[config.mk]
export PLATFORM = sky130hd
export DESIGN_NAME = draw_source_arbiter
export DESIGN_NICKNAME = d
export VERILOG_FILES = /design/src/rtl/draw_source_arbiter.sv
export SDC_FILE = /design/constraint.sdc
export NUM_CORES = 1
export LEC_CHECK = 0
export CAP_MARGIN = 20
export CORE_MARGIN = 3
export CORE_UTILIZATION = 48
export DETAILED_ROUTE_END_ITERATION = 12
export HOLD_SLACK_MARGIN = 0.03
export PLACE_DENSITY = 0.86
export SETUP_SLACK_MARGIN = 0.05
export SLEW_MARGIN = 5
export SYNTH_ARGS = -nofsm -noshare
export SYNTH_HDL_FRONTEND = slang
export SYNTH_SLANG_ARGS = --single-unit
[constraint.sdc]
create_clock -name clk -period 2.7 [get_ports clk]
set_input_delay 0.27 -clock clk [delete_from_list [all_inputs] [get_ports clk]]
set_output_delay 0.27 -clock clk [all_outputs]
set_load 0.1 [all_outputs]
[src/rtl/draw_source_arbiter.sv]
// draw_source_arbiter
//
// Receiving end of the draw-source write bus. On every frame_start it polls
// each draw source in ascending ID order. A polled source gets
// write_source_sel and write_awaited. The arbiter then captures the pixel
// stream that the source returns on the shared write_* lines. Every accepted
// pixel that is in bounds and not transparent becomes one registered
// framebuffer write.
//
// Ports
//   clk, reset          : system clock; synchronous active-high reset
//   frame_start         : one-cycle pulse, back buffer ready for drawing
//   write_source_sel    : ID of the currently addressed source
//   write_awaited       : arbiter ready for the addressed source to stream
//   write_active        : addressed source is streaming, one pixel per cycle
//   write_color_data    : pixel color
//   write_transparent   : current pixel must not be written
//   write_x_addr        : pixel x coordinate
//   write_y_addr        : pixel y coordinate
//   fb_we/fb_x/fb_y/fb_data : registered framebuffer write port
//   busy                : high whenever the arbiter is not idle
//   frame_done          : one-cycle pulse, all sources serviced
//   frame_overrun       : one-cycle pulse, frame_start arrived while busy
//   pixels_written      : fb_we count for the current/last frame, saturating
//   sources_skipped     : select timeouts in the current/last frame
module draw_source_arbiter #(
    parameter int NUM_SOURCES       = 4,
    parameter int SOURCE_SEL_ADDRW  = 3,
    parameter int DRAW_WIDTH        = 160,
    parameter int DRAW_WIDTH_ADDRW  = 8,
    parameter int DRAW_HEIGHT       = 120,
    parameter int DRAW_HEIGHT_ADDRW = 7,
    parameter int COLOR_DEPTH       = 9,
    parameter int SELECT_TIMEOUT    = 1023
) (
    input  logic                          clk,
    input  logic                          reset,
    input  logic                          frame_start,
    output logic [SOURCE_SEL_ADDRW-1:0]   write_source_sel,
    output logic                          write_awaited,
    input  logic                          write_active,
    input  logic [COLOR_DEPTH-1:0]        write_color_data,
    input  logic                          write_transparent,
    input  logic [DRAW_WIDTH_ADDRW-1:0]   write_x_addr,
    input  logic [DRAW_HEIGHT_ADDRW-1:0]  write_y_addr,
    output logic                          fb_we,
    output logic [DRAW_WIDTH_ADDRW-1:0]   fb_x,
    output logic [DRAW_HEIGHT_ADDRW-1:0]  fb_y,
    output logic [COLOR_DEPTH-1:0]        fb_data,
    output logic                          busy,
    output logic                          frame_done,
    output logic                          frame_overrun,
    output logic [15:0]                   pixels_written,
    output logic [SOURCE_SEL_ADDRW:0]     sources_skipped
);

    localparam int TO_W = (SELECT_TIMEOUT < 1) ? 1 : $clog2(SELECT_TIMEOUT + 1);
    localparam int SKW  = SOURCE_SEL_ADDRW + 1;
    localparam logic [SOURCE_SEL_ADDRW-1:0] LAST_IDX = SOURCE_SEL_ADDRW'(NUM_SOURCES - 1);
    localparam logic [TO_W-1:0]             TO_LIMIT = TO_W'(SELECT_TIMEOUT);

    typedef enum logic [2:0] {
        ST_IDLE,
        ST_SELECT,
        ST_STREAM,
        ST_NEXT,
        ST_DONE
    } state_t;

    state_t                        state, state_nx;
    logic [SOURCE_SEL_ADDRW-1:0]   idx, idx_nx;
    logic [TO_W-1:0]               to_cnt, to_cnt_nx;
    logic                          bus_active;
    logic                          timeout;
    logic                          capture;

    logic [SOURCE_SEL_ADDRW-1:0]   sel_nx;
    logic                          awaited_nx;
    logic                          busy_nx;
    logic                          done_nx;
    logic                          overrun_nx;
    logic                          vld_p0;

    logic                          vld_p1;
    logic [DRAW_WIDTH_ADDRW-1:0]   x_p1;
    logic [DRAW_HEIGHT_ADDRW-1:0]  y_p1;
    logic [COLOR_DEPTH-1:0]        color_p1;
    logic [SOURCE_SEL_ADDRW-1:0]   sel_r;
    logic                          awaited_r;
    logic                          busy_r;
    logic                          done_r;
    logic                          overrun_r;
    logic [15:0]                   pix_cnt_r;
    logic [SKW-1:0]                skip_cnt_r;

    function automatic logic pix_ok(
        input logic                         transp,
        input logic [DRAW_WIDTH_ADDRW-1:0]  x,
        input logic [DRAW_HEIGHT_ADDRW-1:0] y
    );
        return !transp && (int'(x) < DRAW_WIDTH) && (int'(y) < DRAW_HEIGHT);
    endfunction

    function automatic logic [15:0] sat_inc16(input logic [15:0] v);
        return (v == 16'hFFFF) ? v : v + 16'd1;
    endfunction

    // An undriven bus (X/Z) must read as "not streaming", so only an explicit 1 counts.
    always_comb begin
        bus_active = 1'b0;
        if (write_active == 1'b1) begin
            bus_active = 1'b1;
        end
    end

    // State register
    always_ff @(posedge clk) begin
        if (reset) begin
            state  <= ST_IDLE;
            idx    <= '0;
            to_cnt <= '0;
        end else begin
            state  <= state_nx;
            idx    <= idx_nx;
            to_cnt <= to_cnt_nx;
        end
    end

    // Next-state logic
    always_comb begin
        state_nx  = state;
        idx_nx    = idx;
        to_cnt_nx = to_cnt;
        timeout   = 1'b0;
        capture   = 1'b0;
        case (state)
            ST_IDLE: begin
                if (frame_start) begin
                    state_nx  = ST_SELECT;
                    idx_nx    = '0;
                    to_cnt_nx = '0;
                end
            end
            ST_SELECT: begin
                to_cnt_nx = to_cnt + TO_W'(1);
                if (bus_active) begin
                    // The first pixel arrives in the same cycle as the handshake.
                    capture  = 1'b1;
                    state_nx = ST_STREAM;
                end else if (to_cnt + TO_W'(1) == TO_LIMIT) begin
                    timeout  = 1'b1;
                    state_nx = ST_NEXT;
                end
            end
            ST_STREAM: begin
                if (bus_active) begin
                    capture = 1'b1;
                end else begin
                    state_nx = ST_NEXT;
                end
            end
            ST_NEXT: begin
                to_cnt_nx = '0;
                if (idx == LAST_IDX) begin
                    state_nx = ST_DONE;
                end else begin
                    idx_nx   = idx + SOURCE_SEL_ADDRW'(1);
                    state_nx = ST_SELECT;
                end
            end
            ST_DONE: begin
                idx_nx   = '0;
                state_nx = ST_IDLE;
            end
            default: begin
                idx_nx   = '0;
                state_nx = ST_IDLE;
            end
        endcase
    end

    // Output logic: the values computed here are registered, so every output
    // reflects the state that the FSM has just entered.
    always_comb begin
        sel_nx     = '0;
        awaited_nx = (state_nx == ST_SELECT);
        busy_nx    = (state_nx != ST_IDLE);
        done_nx    = (state_nx == ST_DONE);
        overrun_nx = frame_start && (state != ST_IDLE);
        vld_p0     = capture && pix_ok(write_transparent, write_x_addr, write_y_addr);
        if ((state_nx == ST_SELECT) || (state_nx == ST_STREAM) || (state_nx == ST_NEXT)) begin
            sel_nx = idx_nx;
        end
    end

    // Stage p0 -> p1: captured pixel becomes the framebuffer write
    always_ff @(posedge clk) begin
        if (reset) begin
            sel_r      <= '0;
            awaited_r  <= 1'b0;
            busy_r     <= 1'b0;
            done_r     <= 1'b0;
            overrun_r  <= 1'b0;
            vld_p1     <= 1'b0;
            x_p1       <= '0;
            y_p1       <= '0;
            color_p1   <= '0;
            pix_cnt_r  <= '0;
            skip_cnt_r <= '0;
        end else begin
            sel_r     <= sel_nx;
            awaited_r <= awaited_nx;
            busy_r    <= busy_nx;
            done_r    <= done_nx;
            overrun_r <= overrun_nx;
            vld_p1    <= vld_p0;
            if (vld_p0) begin
                x_p1     <= write_x_addr;
                y_p1     <= write_y_addr;
                color_p1 <= write_color_data;
            end
            if ((state == ST_IDLE) && frame_start) begin
                pix_cnt_r  <= '0;
                skip_cnt_r <= '0;
            end else begin
                if (vld_p0) begin
                    pix_cnt_r <= sat_inc16(pix_cnt_r);
                end
                if (timeout) begin
                    skip_cnt_r <= skip_cnt_r + SKW'(1);
                end
            end
        end
    end

    assign write_source_sel = sel_r;
    assign write_awaited    = awaited_r;
    assign busy             = busy_r;
    assign frame_done       = done_r;
    assign frame_overrun    = overrun_r;
    assign fb_we            = vld_p1;
    assign fb_x             = x_p1;
    assign fb_y             = y_p1;
    assign fb_data          = color_p1;
    assign pixels_written   = pix_cnt_r;
    assign sources_skipped  = skip_cnt_r;

endmodule
Yosys cells after proc, flatten, opt, wreduce, memory -nomap -nowiden
Cells that the tools add are included.
{ "totals": {"reg_bits": 68, "input_bits": 29, "output_inout_bits": 52, "elab_cells": 67} }
{ "classes": {"n_addsub": 4, "order_cmp": 2, "eq_ne": 11, "muxes": 17, "n_bitwise": 2, "n_reduce_logical": 17} }
{ "ops": {"columns": ["cell", "n"], "rows": [
  ["10-bit case mux with 3 select lines", 1],
  ["3-bit 2-to-1 mux", 7],
  ["16-bit by 1-bit adder with 16-bit output (second input constant)", 1],
  ["16-bit == test (second input constant)", 1],
  ["3-bit by 2-bit == test with 1-bit output (second input constant)", 5],
  ["3-bit case mux with 4 select lines", 1],
  ["10-bit by 1-bit adder with 10-bit output (second input constant)", 1],
  ["10-bit == test (second input constant)", 1],
  ["10-bit 2-to-1 mux", 1],
  ["3-bit case mux with 3 select lines", 1],
  ["3-bit nonzero test", 3],
  ["8-bit < comparator (second input constant)", 1],
  ["7-bit < comparator (second input constant)", 1],
  ["3-bit by 1-bit == test with 1-bit output (second input constant)", 2],
  ["1-bit 2-to-1 mux", 6],
  ["2-bit OR reduction", 3],
  ["1-bit logical AND", 5],
  ["4-bit by 1-bit adder with 4-bit output (second input constant)", 1],
  ["2-bit AND reduction", 2],
  ["3-bit by 1-bit adder with 3-bit output (second input constant)", 1],
  ["3-bit == test (second input constant)", 1],
  ["3-bit logical NOT", 1],
  ["1-bit logical OR", 2],
  ["2-bit != test (second input constant)", 1],
  ["other kinds (2)", 3]
]} }

Depth between registers and ports, before layout
{ "logic_depth": {"word_depth": 10, "mapped_depth": 7, "mapped_depth_nobuf": 6} }

Worst setup path after synthesis
No wires, ideal clock.
{ "synth_path": {"kind": "register -> register", "startpoint": "register pix_cnt_r[0], in the netlist pixels_written[0]", "endpoint": "register pix_cnt_r[11], in the netlist pixels_written[11]", "setup_ns": 0.071, "arrival_time_ns": 2.505, "t_required_ns": 2.629, "setup_slack_ns": 0.125, "path_stages_with_launch": 8, "n_path_buf": 1, "path_cell_list": "dfxtp_1 -> ha_1 -> and4_1 -> and4_1 -> or2_1 -> buf_2 -> or4_1 -> a21oi_1"} }
{ "synth_via": {"elab_chain_len": 3, "elab_cells_between_ends": 4} }
{ "synth_rtl": {"columns": ["item", "line", "source"], "rows": [
  ["start: declaration", "93", "logic [15:0] pix_cnt_r;"],
  ["start signal: assignment", "227", "pix_cnt_r <= sat_inc16(pix_cnt_r);"],
  ["parallel branches: the longest is 3 deep, another holds 16-bit by 1-bit adder with 16-bit output", null, null]
]} }
Several ways; the timed one is not identified.
A chain may end at the register's enable or synchronous reset.

Worst setup path in the final report
Ends and elaborated chain as after synthesis.

==> flow_summary.json <==
{
  "place.gp.congestion": 0.848,
  "total_leakage_power_nw": 1.72,
  "detailedPlacementHpwl_mm": 4.96,
  "route.detailed.wl_per_inst_um": 14.3,
  "rsz_0062_raised_after_global_routing": "no",
  "number_of_standard_cells_after_synthesis": 341,
  "synth.most_common_cell": "sky130_fd_sc_hd__dfxtp_1",
  "final_area_mm2": 0.00396,
  "synth_top_area_share_pct": 44.5,
  "crit_path_end_kind": "flip-flop",
  "cts_htree_levels": 3,
  "worst_setup_path_start_kind": "flip-flop",
  "firstDrtPassIters": 4,
  "netlist_top_cells_area": "sky130_fd_sc_hd__dfxtp_1 44%, sky130_fd_sc_hd__mux2i_1 9.8%, sky130_fd_sc_hd__nor2_1 5.8%, sky130_fd_sc_hd__a21oi_1 2.9%, sky130_fd_sc_hd__nand2_1 2.3%",
  "min_period_over_period_pct": 82.9,
  "finalHoldWorstSlack_ns": 0.481,
  "worst_pin_slew_ns": 0.660,
  "areaGrowthSynthToFinish_pct": 29.2,
  "fmaxAchievable_mhz": 447,
  "timing_worst_setup_path_type": "reg -> reg",
  "worstPathRequired_ns": 2.98,
  "vias_in_the_first_global_route": 2575,
  "layout.nets": 450,
  "clock_path_buffers": 2,
  "seq_area_frac_synth_pct": 44.5,
  "cts_setup_buffers": 0,
  "maximum_number_of_pins_on_one_net_before_global_route_repair": 37,
  "route.antenna.remaining_nets": 0,
  "synth_fp_nets": 375,
  "routed_via_density": 5.56,
  "worst_clock_skew_ns": 0.00629,
  "worst-endpoint-arrival_ns": 2.52,
  "max-vdd-ir-drop_uv": 341,
  "layout.core_utilization_pct": 65.3,
  "timing.final.crit_period_ns": 2.24,
  "ys.warnings.count": 0,
  "initial_core_util_pct": 50.5,
  "powerDensity_mw_per_mm2": 541,
  "final_hold_viol_count": 0,
  "insertedDiodeCount": 0,
  "synth_seq_cells": 68,
  "portBuffers": 80,
  "ioPinCount": 81,
  "synth_edf_count": 0,
  "cap_viol_max_count": 0,
  "post_cts_resized": 0,
  "synth.largest_area_cell": "sky130_fd_sc_hd__dfxtp_1",
  "cp_max_fo": 8,
  "grt_antenna_before_repair": 0,
  "report.final.slew_viol_count": 0,
  "grt.total_usage_pct": 19.5,
  "drive_gt1_share_pct": 17.9,
  "grt_overflow": 0,
  "max_slew_margin_pct": 55.9,
  "floorplan.die.height_um": 85.9,
  "first_iter_violations": 152,
  "synth.cells.most_frequent": "68 x sky130_fd_sc_hd__dfxtp_1, 47 x sky130_fd_sc_hd__nor2_1, 30 x sky130_fd_sc_hd__mux2i_1",
  "tritoncts": "done",
  "tritoncts.num_buffers": 9,
  "ys_async_sr_fraction_pct": 0,
  "worst_skew_pair.late_latency_ns": 0.35,
  "syn-cell-area_mm2": 0.00306,
  "cts.hold.buffers_added": 0,
  "die_w_um": 85.9,
  "std_cell_rows": 28,
  "drc": 0,
  "placed_area_mm2": 0.00378,
  "synth_flop_cell": "sky130_fd_sc_hd__dfxtp_1",
  "vias": 2748,
  "syn_area_per_cell_um2": 8.97,
  "wire_length_of_the_first_global_routing_pass_mm": 11.5,
  "status": "finished clean",
  "clock_sink_count": 68,
  "synth_cell_types": 50,
  "routed_wl_mm": 7.04,
  "setup_violations": 0,
  "fin_tns_setup_ns": 0,
  "design.core.area_mm2": 0.00606,
  "hold_class": "reg -> reg",
  "clk_pin_slew_worst_paths_ns": 0.07,
  "cts_root_buffer": "sky130_fd_sc_hd__clkbuf_8",
  "dieArea_mm2": 0.00737
}
[flip-flops by register name (all words and copies together) (netlist names), 4 cells and up]
| name | cells |
|---|---|
| fb_data | 9 |
| fb_x | 8 |
| fb_y | 7 |
| pixels_written | 16 |
| sources_skipped | 4 |
| to_cnt | 10 |
[critical path: stages, from the launching register on]
cell	delay [ns]
sky130_fd_sc_hd__dfxtp_1	0.36
sky130_fd_sc_hd__ha_1	0.32
sky130_fd_sc_hd__and4_1	0.27
sky130_fd_sc_hd__and4_1	0.25
sky130_fd_sc_hd__or2_1	0.34
sky130_fd_sc_hd__or4_1	0.49
sky130_fd_sc_hd__a21oi_1	0.14
[where the power goes]
part           switching [mW]  total (mW)  internal (mW)  leakage (nW)
clock                   0.385       0.798          0.412        0.0870
combinational           0.202       0.300         0.0985          1.09
sequential             0.0188        1.04           1.02         0.549
[per-layer routing]
metal  global-route usage [%]  wire length (um)  vias to the layer above
met3                     6.63               418                       13
met4                     8.06               117                        0
met1                     23.1              3000                     1271
met5                        0                 0                        -
li1                         -                 -                     1390
met2                     32.4              3510                       74
[logic make-up after synthesis]
kind of cell	Yosys count	share of synthesized area (%)
AOI/OAI and AO/OA	55	11.5
muxes	30	9.81
adders and majority gates	5	2.04
buffers and inverters	21	2.70
and+or+nand+nor	153	26.9
DFF	68	44.5
xor gates and xnor gates	9	2.58
[per-stage QoR]
step	worst slack (ns)	power [mW]	std cells
final	0.463	2.14	494
after global routing	0.241	2.22	494
after CTS	0.457	2.15	494
after detailed placement	0.310	1.37	480
after global placement	0.382	1.36	480
after floorplan	0.125	1.27	341
[final cells by class]
cell class / count / area, um^2
repair buffers: 84 / 701
clock buffers: 9 / 124
multi-input cells: 252 / 1620
clock inverters: 5 / 55.1
well taps: 75 / 93.8
inverters: 1 / 3.75
flip-flops and latches: 68 / 1360
fillers: 501 / 2110
[cells in the final DEF (no fill, tap or decap), types with 2 or more instances in the layout]
| master | n |
|---|---|
| sky130_fd_sc_hd__xor2_1 | 2 |
| sky130_fd_sc_hd__clkinvlp_4 | 2 |
| sky130_fd_sc_hd__a41o_1 | 2 |
| sky130_fd_sc_hd__o21ai_0 | 11 |
| sky130_fd_sc_hd__o21bai_1 | 3 |
| sky130_fd_sc_hd__nor4_1 | 8 |
| sky130_fd_sc_hd__nor3_1 | 11 |
| sky130_fd_sc_hd__nand3b_1 | 2 |
| sky130_fd_sc_hd__a211oi_1 | 2 |
| sky130_fd_sc_hd__a21boi_0 | 2 |
| sky130_fd_sc_hd__a21o_1 | 3 |
| sky130_fd_sc_hd__ha_1 | 5 |
| sky130_fd_sc_hd__nand4_1 | 8 |
| sky130_fd_sc_hd__buf_4 | 56 |
| sky130_fd_sc_hd__nor2_1 | 47 |
| sky130_fd_sc_hd__a21oi_1 | 18 |
| sky130_fd_sc_hd__or3_1 | 5 |
| sky130_fd_sc_hd__nor3b_1 | 5 |
| sky130_fd_sc_hd__dfxtp_1 | 68 |
| sky130_fd_sc_hd__nor2b_1 | 5 |
| sky130_fd_sc_hd__xnor2_1 | 7 |
| sky130_fd_sc_hd__and3_1 | 3 |
| sky130_fd_sc_hd__clkinv_2 | 2 |
| sky130_fd_sc_hd__and2_1 | 2 |
| sky130_fd_sc_hd__a31oi_1 | 3 |
| sky130_fd_sc_hd__clkdlybuf4s50_1 | 28 |
| sky130_fd_sc_hd__nand2_1 | 19 |
| sky130_fd_sc_hd__nand2b_1 | 8 |
| sky130_fd_sc_hd__nand3_1 | 12 |
| sky130_fd_sc_hd__or4_1 | 3 |
| sky130_fd_sc_hd__and4_1 | 8 |
| sky130_fd_sc_hd__clkbuf_8 | 9 |
| sky130_fd_sc_hd__mux2i_1 | 30 |
[path summary, 6_finish.rpt]
| kind | from | slack (ns) | depth (start not counted) | endpoint |
|---|---|---|---|---|
| max | pixels_written[0]$_SDFFE_PP0P_ | 0.46 | 6 | pixels_written[11]$_SDFFE_PP0P_ |
| min | sources_skipped[3]$_SDFFE_PP0P_ | 0.48 | 2 | sources_skipped[3]$_SDFFE_PP0P_ |
| max reg2reg | pixels_written[0]$_SDFFE_PP0P_ | 0.46 | 6 | pixels_written[11]$_SDFFE_PP0P_ |
| min reg2reg | sources_skipped[3]$_SDFFE_PP0P_ | 0.48 | 2 | sources_skipped[3]$_SDFFE_PP0P_ |
No activity file was read; power rests on OpenSTA's default activity.
